$ cat src/rtl/mc_ctrl_pkg.sv
// Shared definitions for the multicycle MIPS controller: FSM states,
// opcodes, datapath mux/ALU encodings and small opcode classifiers.
package mc_ctrl_pkg;

   typedef enum logic [4:0] {
      S_FETCH   = 5'd0,
      S_DECODE  = 5'd1,
      S_MEMADR  = 5'd2,
      S_MEMRD   = 5'd3,
      S_MEMWB   = 5'd4,
      S_MEMWR   = 5'd5,
      S_RTYPEEX = 5'd6,
      S_RTYPEWB = 5'd7,
      S_BEQEX   = 5'd8,
      S_BNEEX   = 5'd9,
      S_IMMEX   = 5'd10,
      S_IMMWB   = 5'd11,
      S_JEX     = 5'd12,
      S_JALEX   = 5'd13,
      S_FAULT   = 5'd14
   } statetype;

   // Opcodes (IR[31:26])
   localparam logic [5:0] OP_RTYPE = 6'b000000;
   localparam logic [5:0] OP_J     = 6'b000010;
   localparam logic [5:0] OP_JAL   = 6'b000011;
   localparam logic [5:0] OP_BEQ   = 6'b000100;
   localparam logic [5:0] OP_BNE   = 6'b000101;
   localparam logic [5:0] OP_ADDI  = 6'b001000;
   localparam logic [5:0] OP_SLTI  = 6'b001010;
   localparam logic [5:0] OP_ANDI  = 6'b001100;
   localparam logic [5:0] OP_ORI   = 6'b001101;
   localparam logic [5:0] OP_LB    = 6'b100000;
   localparam logic [5:0] OP_LH    = 6'b100001;
   localparam logic [5:0] OP_LW    = 6'b100011;
   localparam logic [5:0] OP_LBU   = 6'b100100;
   localparam logic [5:0] OP_LHU   = 6'b100101;
   localparam logic [5:0] OP_SB    = 6'b101000;
   localparam logic [5:0] OP_SH    = 6'b101001;
   localparam logic [5:0] OP_SW    = 6'b101011;

   // ALU operation requests to the ALU decoder
   localparam logic [2:0] ALU_ADD   = 3'b000;
   localparam logic [2:0] ALU_SUB   = 3'b001;
   localparam logic [2:0] ALU_FUNCT = 3'b010;
   localparam logic [2:0] ALU_AND   = 3'b011;
   localparam logic [2:0] ALU_OR    = 3'b100;
   localparam logic [2:0] ALU_SLT   = 3'b101;

   // ALU B-operand select
   localparam logic [2:0] SRCB_B     = 3'b000;
   localparam logic [2:0] SRCB_FOUR  = 3'b001;
   localparam logic [2:0] SRCB_SIMM  = 3'b010;
   localparam logic [2:0] SRCB_SIMM2 = 3'b011;
   localparam logic [2:0] SRCB_ZIMM  = 3'b100;

   // Next-PC select
   localparam logic [1:0] PC_ALURES = 2'b00;
   localparam logic [1:0] PC_ALUOUT = 2'b01;
   localparam logic [1:0] PC_JUMP   = 2'b10;

   // Register write-back data select
   localparam logic [1:0] WB_ALUOUT = 2'b00;
   localparam logic [1:0] WB_DATA   = 2'b01;
   localparam logic [1:0] WB_PC     = 2'b10;

   // Destination register select
   localparam logic [1:0] RD_RT  = 2'b00;
   localparam logic [1:0] RD_RD  = 2'b01;
   localparam logic [1:0] RD_R31 = 2'b10;

   // Load extraction / extension
   localparam logic [2:0] LD_W  = 3'b000;
   localparam logic [2:0] LD_BU = 3'b001;
   localparam logic [2:0] LD_B  = 3'b010;
   localparam logic [2:0] LD_HU = 3'b011;
   localparam logic [2:0] LD_H  = 3'b100;

   // Store lane width
   localparam logic [1:0] ST_W = 2'b00;
   localparam logic [1:0] ST_B = 2'b01;
   localparam logic [1:0] ST_H = 2'b10;

   // State following DECODE; S_FETCH means the opcode is not decodable.
   function automatic statetype decode_target(input logic [5:0] op, input logic half_en);
      statetype t;
      t = S_FETCH;
      case (op)
         OP_LW, OP_LB, OP_LBU, OP_SW, OP_SB: t = S_MEMADR;
         OP_LH, OP_LHU, OP_SH:               t = half_en ? S_MEMADR : S_FETCH;
         OP_RTYPE:                           t = S_RTYPEEX;
         OP_BEQ:                             t = S_BEQEX;
         OP_BNE:                             t = S_BNEEX;
         OP_ADDI, OP_ANDI, OP_ORI, OP_SLTI:  t = S_IMMEX;
         OP_J:                               t = S_JEX;
         OP_JAL:                             t = S_JALEX;
         default:                            t = S_FETCH;
      endcase
      return t;
   endfunction

   function automatic logic is_store(input logic [5:0] op);
      return (op == OP_SW) || (op == OP_SB) || (op == OP_SH);
   endfunction

   function automatic logic [2:0] ldsize_of(input logic [5:0] op);
      logic [2:0] s;
      case (op)
         OP_LBU:  s = LD_BU;
         OP_LB:   s = LD_B;
         OP_LHU:  s = LD_HU;
         OP_LH:   s = LD_H;
         default: s = LD_W;
      endcase
      return s;
   endfunction

   function automatic logic [1:0] stsize_of(input logic [5:0] op);
      logic [1:0] s;
      case (op)
         OP_SB:   s = ST_B;
         OP_SH:   s = ST_H;
         default: s = ST_W;
      endcase
      return s;
   endfunction

endpackage

$ cat src/rtl/mc_wait_timer.sv
// Memory wait-state counter. Counts consecutive not-ready cycles spent in
// one memory state and flags the cycle after which the FSM must give up.
module mc_wait_timer #(
   parameter int unsigned TIMEOUT_CYCLES = 15,
   parameter int unsigned TO_W           = 4
) (
   input  logic clk,
   input  logic rst_n,
   input  logic wait_i,     // in a memory state and memory not ready
   input  logic stay_i,     // FSM keeps its current state next cycle
   output logic expired_o   // this not-ready cycle is the last one allowed
);

   localparam logic [TO_W-1:0] LAST    = (TIMEOUT_CYCLES == 0) ? '0 : TO_W'(TIMEOUT_CYCLES - 1);
   localparam logic [TO_W-1:0] CNT_MAX = '1;

   logic [TO_W-1:0] cnt_q, cnt_d;

   // Count while waiting in the same state; saturate so a disabled timeout never wraps.
   always_comb begin
      cnt_d = '0;
      if (wait_i && stay_i) begin
         cnt_d = (cnt_q == CNT_MAX) ? cnt_q : cnt_q + TO_W'(1);
      end
   end

   // Counter register
   always_ff @(posedge clk or negedge rst_n) begin
      if (!rst_n) begin
         cnt_q <= '0;
      end else begin
         cnt_q <= cnt_d;
      end
   end

   assign expired_o = (TIMEOUT_CYCLES != 0) && wait_i && (cnt_q == LAST);

endmodule

$ cat src/rtl/mc_maindec_v2.sv
// Multicycle MIPS main control FSM with memory ready handshake, wait-state
// timeout fault, halfword/byte memory ops, ORI/SLTI/JAL and illegal-op flag.
module mc_maindec_v2
   import mc_ctrl_pkg::*;
#(
   parameter int unsigned MEM_HANDSHAKE  = 1,
   parameter int unsigned SUPPORT_HALF   = 1,
   parameter int unsigned TIMEOUT_CYCLES = 15,
   parameter int unsigned TO_W           = 4
) (
   input  logic       clk,
   input  logic       reset,
   input  logic [5:0] op,
   input  logic       mem_ready,
   output logic       mem_req,
   output logic       pcwrite,
   output logic       memwrite,
   output logic       irwrite,
   output logic       regwrite,
   output logic       branch,
   output logic       bne,
   output logic       iord,
   output logic       alusrca,
   output logic [2:0] alusrcb,
   output logic [1:0] regdst,
   output logic [1:0] wbsel,
   output logic [1:0] pcsrc,
   output logic [2:0] aluop,
   output logic [2:0] ldsize,
   output logic [1:0] stsize,
   output logic       illegal,
   output logic       mem_fault,
   output logic [4:0] state_o
);

   statetype state_q, state_d;
   logic     rdy_eff;
   logic     in_mem_state;
   logic     waiting;
   logic     timeout;
   logic     stay;
   logic     half_en;

   // Without the handshake every access completes in one cycle, as in the legacy decoder.
   assign rdy_eff      = (MEM_HANDSHAKE != 0) ? mem_ready : 1'b1;
   assign half_en      = (SUPPORT_HALF != 0);
   assign in_mem_state = (state_q == S_FETCH) || (state_q == S_MEMRD) || (state_q == S_MEMWR);
   assign waiting      = in_mem_state && !rdy_eff;
   assign stay         = (state_d == state_q);

   mc_wait_timer #(
      .TIMEOUT_CYCLES (TIMEOUT_CYCLES),
      .TO_W           (TO_W)
   ) u_wait_timer (
      .clk       (clk),
      .rst_n     (reset),
      .wait_i    (waiting),
      .stay_i    (stay),
      .expired_o (timeout)
   );

   // State register
   always_ff @(posedge clk or negedge reset) begin
      if (!reset) begin
         state_q <= S_FETCH;
      end else begin
         state_q <= state_d;
      end
   end

   // Next-state logic; timeout only fires when not ready, so a late ready always wins.
   always_comb begin
      state_d = state_q;
      case (state_q)
         S_FETCH: begin
            if (timeout)      state_d = S_FAULT;
            else if (rdy_eff) state_d = S_DECODE;
         end
         S_DECODE:  state_d = decode_target(op, half_en);
         S_MEMADR:  state_d = is_store(op) ? S_MEMWR : S_MEMRD;
         S_MEMRD: begin
            if (timeout)      state_d = S_FAULT;
            else if (rdy_eff) state_d = S_MEMWB;
         end
         S_MEMWB:   state_d = S_FETCH;
         S_MEMWR: begin
            if (timeout)      state_d = S_FAULT;
            else if (rdy_eff) state_d = S_FETCH;
         end
         S_RTYPEEX: state_d = S_RTYPEWB;
         S_RTYPEWB: state_d = S_FETCH;
         S_BEQEX:   state_d = S_FETCH;
         S_BNEEX:   state_d = S_FETCH;
         S_IMMEX:   state_d = S_IMMWB;
         S_IMMWB:   state_d = S_FETCH;
         S_JEX:     state_d = S_FETCH;
         S_JALEX:   state_d = S_FETCH;
         S_FAULT:   state_d = S_FAULT;
         default:   state_d = S_FETCH;
      endcase
   end

   // Output decode; write enables and the illegal pulse are masked while reset is low.
   always_comb begin
      mem_req   = 1'b0;
      pcwrite   = 1'b0;
      memwrite  = 1'b0;
      irwrite   = 1'b0;
      regwrite  = 1'b0;
      branch    = 1'b0;
      bne       = 1'b0;
      iord      = 1'b0;
      alusrca   = 1'b0;
      alusrcb   = SRCB_B;
      regdst    = RD_RT;
      wbsel     = WB_ALUOUT;
      pcsrc     = PC_ALURES;
      aluop     = ALU_ADD;
      ldsize    = LD_W;
      stsize    = ST_W;
      illegal   = 1'b0;
      mem_fault = 1'b0;
      case (state_q)
         S_FETCH: begin
            mem_req = 1'b1;
            alusrcb = SRCB_FOUR;
            irwrite = rdy_eff;
            pcwrite = rdy_eff;
         end
         S_DECODE: begin
            alusrcb = SRCB_SIMM2;
            illegal = (decode_target(op, half_en) == S_FETCH);
         end
         S_MEMADR: begin
            alusrca = 1'b1;
            alusrcb = SRCB_SIMM;
         end
         S_MEMRD: begin
            iord    = 1'b1;
            mem_req = 1'b1;
            ldsize  = ldsize_of(op);
         end
         S_MEMWB: begin
            regwrite = 1'b1;
            wbsel    = WB_DATA;
            regdst   = RD_RT;
            ldsize   = ldsize_of(op);
         end
         S_MEMWR: begin
            iord     = 1'b1;
            mem_req  = 1'b1;
            stsize   = stsize_of(op);
            memwrite = rdy_eff;
         end
         S_RTYPEEX: begin
            alusrca = 1'b1;
            aluop   = ALU_FUNCT;
         end
         S_RTYPEWB: begin
            regwrite = 1'b1;
            regdst   = RD_RD;
         end
         S_BEQEX, S_BNEEX: begin
            alusrca = 1'b1;
            aluop   = ALU_SUB;
            pcsrc   = PC_ALUOUT;
            branch  = (state_q == S_BEQEX);
            bne     = (state_q == S_BNEEX);
         end
         S_IMMEX: begin
            alusrca = 1'b1;
            case (op)
               OP_SLTI: begin alusrcb = SRCB_SIMM; aluop = ALU_SLT; end
               OP_ANDI: begin alusrcb = SRCB_ZIMM; aluop = ALU_AND; end
               OP_ORI:  begin alusrcb = SRCB_ZIMM; aluop = ALU_OR;  end
               default: begin alusrcb = SRCB_SIMM; aluop = ALU_ADD; end
            endcase
         end
         S_IMMWB: begin
            regwrite = 1'b1;
            regdst   = RD_RT;
         end
         S_JEX: begin
            pcwrite = 1'b1;
            pcsrc   = PC_JUMP;
         end
         S_JALEX: begin
            // PC already holds PC+4 here, so r31 receives the return address.
            pcwrite  = 1'b1;
            pcsrc    = PC_JUMP;
            regwrite = 1'b1;
            regdst   = RD_R31;
            wbsel    = WB_PC;
         end
         S_FAULT: begin
            mem_fault = 1'b1;
         end
         default: ;
      endcase
      if (!reset) begin
         pcwrite  = 1'b0;
         irwrite  = 1'b0;
         regwrite = 1'b0;
         memwrite = 1'b0;
         illegal  = 1'b0;
      end
   end

   assign state_o = state_q;

endmodule

$ cat config.mk
export PLATFORM = sky130hd
export DESIGN_NAME = mc_maindec_v2
export DESIGN_NICKNAME = d
export VERILOG_FILES = /design/src/rtl/mc_ctrl_pkg.sv /design/src/rtl/mc_wait_timer.sv /design/src/rtl/mc_maindec_v2.sv
export SDC_FILE = /design/constraint.sdc
export NUM_CORES = 1
export LEC_CHECK = 0
export BUFFER_PORTS_ARGS = -buffer_cell sky130_fd_sc_hd__clkbuf_2
export CAP_MARGIN = 20
export CORE_MARGIN = 10
export CORE_UTILIZATION = 56
export CTS_CLUSTER_DIAMETER = 80
export CTS_CLUSTER_SIZE = 20
export DETAILED_ROUTE_END_ITERATION = 6
export HOLD_SLACK_MARGIN = 0.15
export PLACE_DENSITY = 0.89
export SLEW_MARGIN = 20
export SYNTH_ARGS = -nofsm -noshare
export SYNTH_HDL_FRONTEND = slang
export SYNTH_HIERARCHICAL = 1
export SYNTH_SLANG_ARGS = --single-unit
$ cat constraint.sdc
create_clock -name clk -period 4.65 [get_ports clk]
set_input_delay 0.2325 -clock clk [delete_from_list [all_inputs] [get_ports clk]]
set_output_delay 0.2325 -clock clk [all_outputs]
set_load 0.01 [all_outputs]
Yosys cells after proc, flatten, opt, wreduce, memory -nomap -nowiden
Cells that the tools add are included.
Widths: inputs -> output; s select.
- add/subtract/negate cells: 1
- equal/unequal tests: 34
- mux-type cells: 39
- reductions and logical operators: 21
- operator list (kind ; number):
    $eq 6x6->1 const B ; 8
    $pmux 5 s8 ; 1
    $eq 5x4->1 const B ; 7
    $mux 5 ; 7
    $pmux 4 s7 ; 1
    $eq 6x4->1 const B ; 4
    $pmux 3 s4 ; 2
    $eq 5x3->1 const B ; 4
    $pmux 3 s3 ; 2
    $pmux 2 s2 ; 4
    $mux 1 ; 15
    $eq 6x2->1 const B ; 2
    $eq 6x3->1 const B ; 2
    $eq 5x2->1 const B ; 2
    $logic_not 5->1 ; 2
    $reduce_or 2->1 ; 5
    $mux 3 ; 3
    $eq 4x4->1 const B ; 2
    $mux 4 ; 2
    $reduce_or 4->1 ; 2
    $reduce_or 8->1 ; 1
    $logic_not 6->1 ; 1
    $eq 5x1->1 const B ; 1
    $eq 5x5->1 ; 1
    9 further kinds ; 14
- bits in registers: 9
- output and inout port bits: 33
- word-level logic and storage cells: 97

Longest topological paths before layout
Gate-level depths: netlist (run 1).
- word-level depth: 10
- mapped depth: 11

Cells and area by module
Netlist (run 1), hierarchy kept.
- modules (own cells, without submodules) (module ; instances ; cells an instance ; area each (um^2)):
    mc_maindec_v2 ; 1 ; 158 ; 1103.6
    mc_wait_timer ; 1 ; 23 ; 247.7

Worst setup path before layout (run 1)
Ideal clock, no wire load.
- path type: register to register
- start: reg state_q[1], in the netlist state_o[1]
- end: reg u_wait_timer.cnt_q[2]
- library setup time: 0.080 ns
- arrival time: 2.536 ns
- slack: 2.034 ns
- cell stages (with the launch flop): 12
- buffers on the path: 1
- period minus slack after synthesis: 2.616 ns
- path through: dfrtp_1 -> buf_4 -> nor4b_2 -> a22o_1 -> nor2b_1 -> and4_2 -> nor2b_1 -> o21bai_1 -> a22oi_1 -> a2111oi_2 -> nand2_1 -> nor3_2
- word-level cells in the longest chain between the ends: 10
- elaborated cells on any way between the ends: 23
- classes of those cells: eq/ne (9); mux (8); reduce/logical (6)
- ends and longest elaborated chain (element ; line ; RTL):
    start, declared ; mc_maindec_v2.sv:36 ; statetype state_q, state_d;
    start signal, assigned ; mc_maindec_v2.sv:67 ; state_q <= state_d;
    $eq 5x2->1 / $logic_not 5->1 (equally long branches) ; mc_maindec_v2.sv:47 ; assign in_mem_state = (state_q == S_FETCH) || (state_q == S_MEMRD) || (state_q == S_MEMWR);
    $logic_or 1x1->1 ; mc_maindec_v2.sv:47 ;
    $logic_or 1x1->1 (*) ; mc_maindec_v2.sv:47 ;
    $logic_and 1x1->1 (*) ; mc_maindec_v2.sv:48 ; assign waiting = in_mem_state && !rdy_eff;
    via waiting ; mc_maindec_v2.sv:39 ; logic waiting;
    $logic_and 1x1->1 (*) ; mc_wait_timer.sv:36 ; assign expired_o = (TIMEOUT_CYCLES != 0) && wait_i && (cnt_q == LAST);
    via timeout ; mc_maindec_v2.sv:40 ; logic timeout;
    $mux 5 (on tied branches) ; mc_maindec_v2.sv:87, mc_maindec_v2.sv:76, mc_maindec_v2.sv:82 ;
    $pmux 5 s8 (*) ; mc_maindec_v2.sv:74 ; case (state_q)
    $eq 5x5->1 (*) ; mc_maindec_v2.sv:49 ; assign stay = (state_d == state_q);
    via stay ; mc_maindec_v2.sv:41 ; logic stay;
    $logic_and 1x1->1 (*) ; mc_wait_timer.sv:22 ; if (wait_i && stay_i) begin
    $ne 2x2->1 (no source line) / $mux 4 (equally long branches) ; -- ;
    end signal, assigned ; mc_wait_timer.sv:32 ; cnt_q <= cnt_d;
    end, declared ; mc_wait_timer.sv:17 ; logic [TO_W-1:0] cnt_q, cnt_d;
The timed path passes the listed nets; every way through them passes the cells marked *.
A chain may end at the register's enable or synchronous reset.

Final worst setup path (run 1)
- start: reg state_q[0], in the netlist state_o[0]
- end: reg u_wait_timer.cnt_q[2]
The elaborated chain is that of the path after synthesis.

==> metrics.txt, run 1 <==
largest net degree at the start of global routing=29; relative slew slack=39.51%; Cells after Synth=181; fin nets=222; most common cell after layout, fill and taps aside=clkbuf_2; WS Path Type=reg -> reg; RSZ-0062 raised after global routing=false; htree depth=1; initial antenna violation count=0; Slew @ Worst Pin=0.9074 ns; most frequent cells in the layout=clkbuf_2 (41), nor2_1 (17), nor3_1 (13), nand2_1 (12), nor2b_1 (11); via/cell ratio=6.483; # IOs=42; Die Span Y=69.12 µm; critical path's top delay family=simple AND/OR/NAND/NOR gates; clk_lat worst skew=~0.27 ns; Clock transition at path regs=about 0.06 ns; Max VDD drop=around 0.15 mV; post-synthesis sequential area ratio=16.67%; number of global-route vias before repair=1348; crit path from=state_o[0]; outcome=finished, final reports clean; via count=1543; Post-CTS Setup Inserts=0; Die Area=4778 µm²; Area growth, synth to finish=12.87%; Post-CTS Resized=0; Root Buffer Master=clkbuf_4; Worst path slowest cell=dfrtp_1; Max Buffers Root-to-Sink=2; largest area contributor in the netlist=dfrtp_1; ant diodes=0; IO buf count=41; worst path arrival time=3.40 ns; Crit path buffers/inverters=0; startpoint types=flip-flop; proportion of layout cells with a drive suffix above 1=25.71%; min-delay src=op[4]; post-synthesis cell type count=61; EDFF count, synth=0; most frequent CP cell=nor2b_1; total CTS buffers=3; Core Region=2255 µm²; Req. time, crit path=4.85 ns; row cnt=17; FF-to-FF Start=state_o[0]; drt drc=0; RD Place Congestion=0.9163; mean area per synthesized cell=roughly 7.5 µm²; max cap viols=0; hold buffers post-CTS=1; Detail Placement HPWL=3004 µm; ys flop type=dfrtp_1; Pre-antenna DRT Iters=5; Final min period=3.207 ns; Total Power=0.0002385 W; fin crit share=between 60 and 70%; Iteration-0 DRC Markers=roughly 200; Clock Sink Count=9; Routed WL=4035 µm; Synth Warn #=6; Max Fclk=311.9 MHz; Avg WL per Cell=16.95 µm; Multi-input gate area=1005 µm²; syn nets=192; global-route wire length before repair=6368 µm; largest stage delay on the critical path=just under 0.8 ns; DIE WIDTH=between 60 and 70 µm; GRT Total Usage=15.17%; Yosys reg bits=9; CTS tree=done; gr ovfl total=0; Initial Util=59.93%; Register Area=225.2 µm²; Hold Path Class=in -> reg; post-synth top area share=16.67%; Final Hold Fails=0; Max Fanout on Critical Path=24; placed cells=approximately 230; post-route ant nets=0; Pleak=0.6752 nW; pwr/cell area=156.3 nW/µm²; Netlist Area Pre-Place=~1400 µm²; setup TNS=0 ns; worst clock skew=about 0.01 ns; Final setup viols=0; CP cell instances=nor4b_2 > a22o_1 > nor2b_1 > and4_2 > nor2b_1 > nor3_1 > o21ai_0 > a2111oi_2 > nand2_1 > nor3_2; Slew Limit Fails=0; FFs w/ async S/R, synth=100.0%; leading post-synthesis cells by cell area=dfrtp_1 (17%), nor2b_1 (5.1%), nor3_1 (4.8%); Post-Layout Cell Count=238; critical path endpoint category=flip-flop; Filler Cell Count=about 200
[cells in the mapped netlist (2+ instances only)]
cell / number
buf_4: 2
nand2b_1: 6
mux2i_1: 2
nor2b_1: 11
o21ai_0: 2
buf_2: 7
xnor2_1: 5
nand4_1: 3
o22ai_1: 2
o31ai_1: 2
a31o_1: 3
clkbuf_1: 4
nor4_1: 2
a22oi_1: 2
nand4b_1: 2
a21oi_1: 8
and4_1: 2
a31oi_1: 6
and3_1: 8
nand3_1: 3
nor3b_1: 2
nand2_1: 12
nand3b_1: 2
nor2_1: 17
o311ai_1: 2
ha_1: 2
inv_1: 5
nor3_1: 13
a21o_1: 2
buf_6: 3
dfrtp_1: 9
[registers in the layout, summed over array words and instances, names as in the netlist]
signal and flops:
state_o 5, u_wait_timer/cnt_q 4
[metal layers]
layer  vias up  GRT usage, %  part of all wire [%]
met5         -             0                     0
met3         6         4.137                   8.3
li1        728             -                     -
met2        73         24.70                    50
met1       736         17.75                    40
met4         0         7.317                   1.4
[cell type report]
| class | count | share of cell area [%] |
|---|---|---|
| multi-input cells | 150 | 65.87 |
| clock buffers | 4 | 1.723 |
| repair buffers | 42 | 14.11 |
| flip-flops and latches | 9 | 14.77 |
| inverters | 5 | 1.231 |
| well taps | 28 | 2.297 |
[final timing paths]
check	to	slack, ns	cells past startpoint
setup reg to reg	u_wait_timer/cnt_q[2]	1.44	10
hold / removal	state_o[1]	0.28	2
hold reg to reg	u_wait_timer/cnt_q[0]	0.63	2
max in group asynchronous	state_o[3]	4.04	2
min in group asynchronous	u_wait_timer/cnt_q[3]	0.37	2
setup / recovery	u_wait_timer/cnt_q[2]	1.44	10
[logic make-up after synthesis]
logic type                 count (synthesis)  synth area share (%)
AOI/OAI and AO/OA                         44                 24.91
DFF                                        9                 16.67
muxes                                      2                 1.482
other                                      1                0.2775
adders and majority gates                  2                 1.852
and+or+nand+nor                           95                 41.94
xor gates and xnor gates                   6                 3.889
buffers and inverters                     22                 8.980
[per-stage QoR]
stage / cell area [µm²] / worst slack (ns) / utilization (%) / hold slack, ns
after floorplan: 1351 / 2.034 / - / -0.06309
after global placement: 1489 / 1.775 / 66.04 / 0.1250
after detailed placement: 1489 / 1.501 / 66.04 / 0.1261
after CTS: 1525 / 1.499 / 67.65 / 0.2632
after global routing: 1525 / 1.135 / 67.65 / 0.2892
final: 1525 / 1.443 / 67.65 / 0.2775
[power by group]
part           switching (W)  internal (W)
registers          0.0000141     0.0000806
clock network      0.0000284     0.0000331
logic              0.0000476     0.0000347
total              0.0000900      0.000148
Note: power is estimated with default switching activity, not from simulation.
==> run 2: changes to the inputs <==
- ABC_AREA: default -> 1
- CORE_UTILIZATION: 56 -> 46
- PLACE_DENSITY: 0.89 -> 0.79
- clock period: 4.65 -> 2.8 ns (I/O delays scaled with it)
==> metrics.txt, run 2 <==
Routed WL=3741 µm (-7.3%); most numerous cell in the Yosys netlist=nand2_1; Die Area=5341 µm² (+12%); post-place setup slack=0.1426 ns (-1.358 ns); critical path endpoint category=flip-flop; CP cell instances=nor2_4 > nand3_1 > nand3_2 > nand2_1 > inv_1 > nand2_1 > nor2_1 > inv_2 > a31oi_4 > nand4_1 > nand2_1 > nand3_1 > nor2_2 > nand2_1 > inv_2 > nand2_2 > nand2_1 > nand2_1; Avg WL per Cell=12.64 µm (-25%); Max Fclk=387.6 MHz (+24%); ant diodes=0 (unchanged); Pleak=0.9212 nW (+36%); via count=1485 (-3.8%); Iteration-0 DRC Markers=205 (+2.0%); # IOs=42 (unchanged); Core Region=2734 µm² (+21%); Final min period=2.580 ns (-0.6266 ns); mean area per synthesized cell=5.946 µm² (-20%); WS Path Type=reg -> reg; max reg flops=5 (unchanged); syn nets=229 (+19%); clk_lat worst skew=0.26 ns (about the same); htree depth=1 (unchanged); Max Fanout on Critical Path=9 (-63%); fin nets=277 (+25%); gr ovfl total=0 (unchanged); IO buf count=41 (unchanged); most frequent cells in the layout=nand2_1 (46), clkbuf_2 (41), inv_1 (37), nor2_1 (30), nand3_1 (21); final setup margin=0.2200 ns (-1.223 ns); global-route wire length before repair=6196 µm (-2.7%); proportion of layout cells with a drive suffix above 1=34.34% (+8.6 points); DIE WIDTH=73.09 µm (+5.7%); design area=1607 µm² (+5.3%); Max Buffers Root-to-Sink=2 (unchanged); Post-DP Area=1521 µm² (+2.2%); Max VDD drop=0.2260 mV (+53%); DR top layer=met4; Initial Util=47.41% (-13 points); RD Place Congestion=0.9187 (+0.26%); initial antenna violation count=0 (unchanged); Cells after Synth=218 (+20%); pwr/cell area=228.5 nW/µm² (+46%); Clock Sink Count=9 (unchanged); EDFF count, synth=0 (unchanged); worst clock skew=0.005245 ns (-0.004527 ns); Worst path slowest cell=dfrtp_2; Pre-antenna DRT Iters=5 (unchanged); startpoint types=flip-flop; Synth Warn #=6 (unchanged); Final Util=58.76% (-8.9 points); row cnt=19 (+2); number of global-route vias before repair=1384 (+2.7%); metal2 WL=1710 µm (-15%); Yosys reg bits=9 (unchanged); Netlist Area Pre-Place=1296 µm² (-4.1%); Crit path buffers/inverters=3 (+3); Area growth, synth to finish=23.94%; critical path's top delay family=simple AND/OR/NAND/NOR gates; GRT Total Usage=13.74% (-1.4 points); Req. time, crit path=2.95 ns (-1.90 ns); post-synthesis cell type count=30 (-51%); via/cell ratio=5.017 (-23%); largest area contributor in the netlist=dfrtp_1; fin crit share=92.14% (+23 points); post-synth top area share=17.37% (+0.71 points); CTS tree=done; Die Span Y=73.09 µm (+5.7%); reg2reg path depth=18 (+8); largest net degree at the start of global routing=13 (-55%); largest stage delay on the critical path=0.49 ns (-0.30 ns); max cap viols=0 (unchanged); Root Buffer Master=clkbuf_4; total CTS buffers=3 (unchanged); ys flop type=dfrtp_1; most common cell after layout, fill and taps aside=nand2_1; Hold Path Class=in -> reg; post-route ant nets=0 (unchanged); Final setup viols=0 (unchanged); met3 wire length=383 µm (+14%); leading post-synthesis cells by cell area=dfrtp_1 (17%), nand2_1 (13%), inv_1 (11%); hold depth=3 (+1); hold_ws=0.2468 ns (-0.03067 ns); drt drc=0 (unchanged); outcome=finished, final reports clean; Slew Limit Fails=0 (unchanged); Detail Placement HPWL=3088 µm (+2.8%); Worst path depth=18 (+8); Clock transition at path regs=0.06 ns (about the same); FFs w/ async S/R, synth=100.0% (unchanged); met1 WL=1595 µm (-1.7%); Final Hold Fails=0 (unchanged); post-synthesis sequential area ratio=17.37% (+0.71 points); most frequent cells after synthesis=nand2_1 (46), inv_1 (39), nor2_1 (31), nand3_1 (21), dfrtp_1 (9); worst path arrival time=2.73 ns (-0.67 ns); most frequent CP cell=nand2_1
-- run 2: cell types whose count changed after synthesis, sizes merged, moves of 10 or more --
cell / change
nor2b: -11
inv: +41
nand2: +41
nand3: +24
buf: -11
nor3: -10
nor2: +28
-- run 2: through the flow --
step | TNS, ns | instances | power (W)
after floorplan | 0 | 218 | 0.0002175
after global placement | 0 | 288 | 0.0002545
after detailed placement | 0 | 288 | 0.0002561
after CTS | 0 | 293 | 0.0003618
after global routing | -0.03900 | 296 | 0.0003948
final | 0 | 296 | 0.0003671
-- run 2: power breakdown --
group	leakage (nW)	internal [W]	switching, W
sequential	0.117	0.000134	0.00000895
clock	0.0150	0.0000549	0.0000454
combinational	0.789	0.0000422	0.0000815
total	0.921	0.000231	0.000136
-- run 2: kinds of logic after synthesis --
kind of cell,synth area share (%)
AND/OR/NAND/NOR,57.24
buffers and inverters,14.77
AO/OA/AOI/OAI,7.722
flip-flops,17.37
adder cells (fa/ha/maj),1.930
XOR/XNOR,0.6758
other,0.2893
-- run 2: metal layers --
| metal | GRT usage [%] | vias up |
|---|---|---|
| li1 | - | 777 |
| met3 | 4.354 | 6 |
| met4 | 3.586 | 0 |
| met5 | 0 | - |
| met1 | 17.72 | 644 |
| met2 | 21.30 | 58 |
-- run 2: layout make-up --
class                   instances  area [µm²]
flip-flops and latches          9       229.0
well taps                      31       38.79
clock buffers                   4       26.28
fillers                       261        1127
inverters                      46       172.7
multi-input cells             161       902.1
repair buffers                 45       237.7
-- run 2: repair_timing --
action | in CTS | in global routing
setup buffers | 0 | 3
endpoints found under the setup margin | 0 | 4
resized for setup | 0 | 9
hold buffers | 1 | 0
endpoints found under the hold margin | 9 | 0
-- run 2: worst min-delay path, stage by stage --
cell,delay [ns]
clkbuf_2,0.14
a31oi_4,0.11
nand3_2,0.08
-- run 2: worst paths after layout --
check,startpoint,endpoint,slack [ns]
worst max-delay path,state_o[2],u_wait_timer/cnt_q[0],0.22
min in group asynchronous,reset,state_o[2],0.29
worst min-delay path,mem_ready,state_o[0],0.25
worst min register to register,u_wait_timer/cnt_q[1],u_wait_timer/cnt_q[1],0.60
worst max register to register,state_o[2],u_wait_timer/cnt_q[0],0.22
max in group asynchronous,reset,state_o[1],2.25
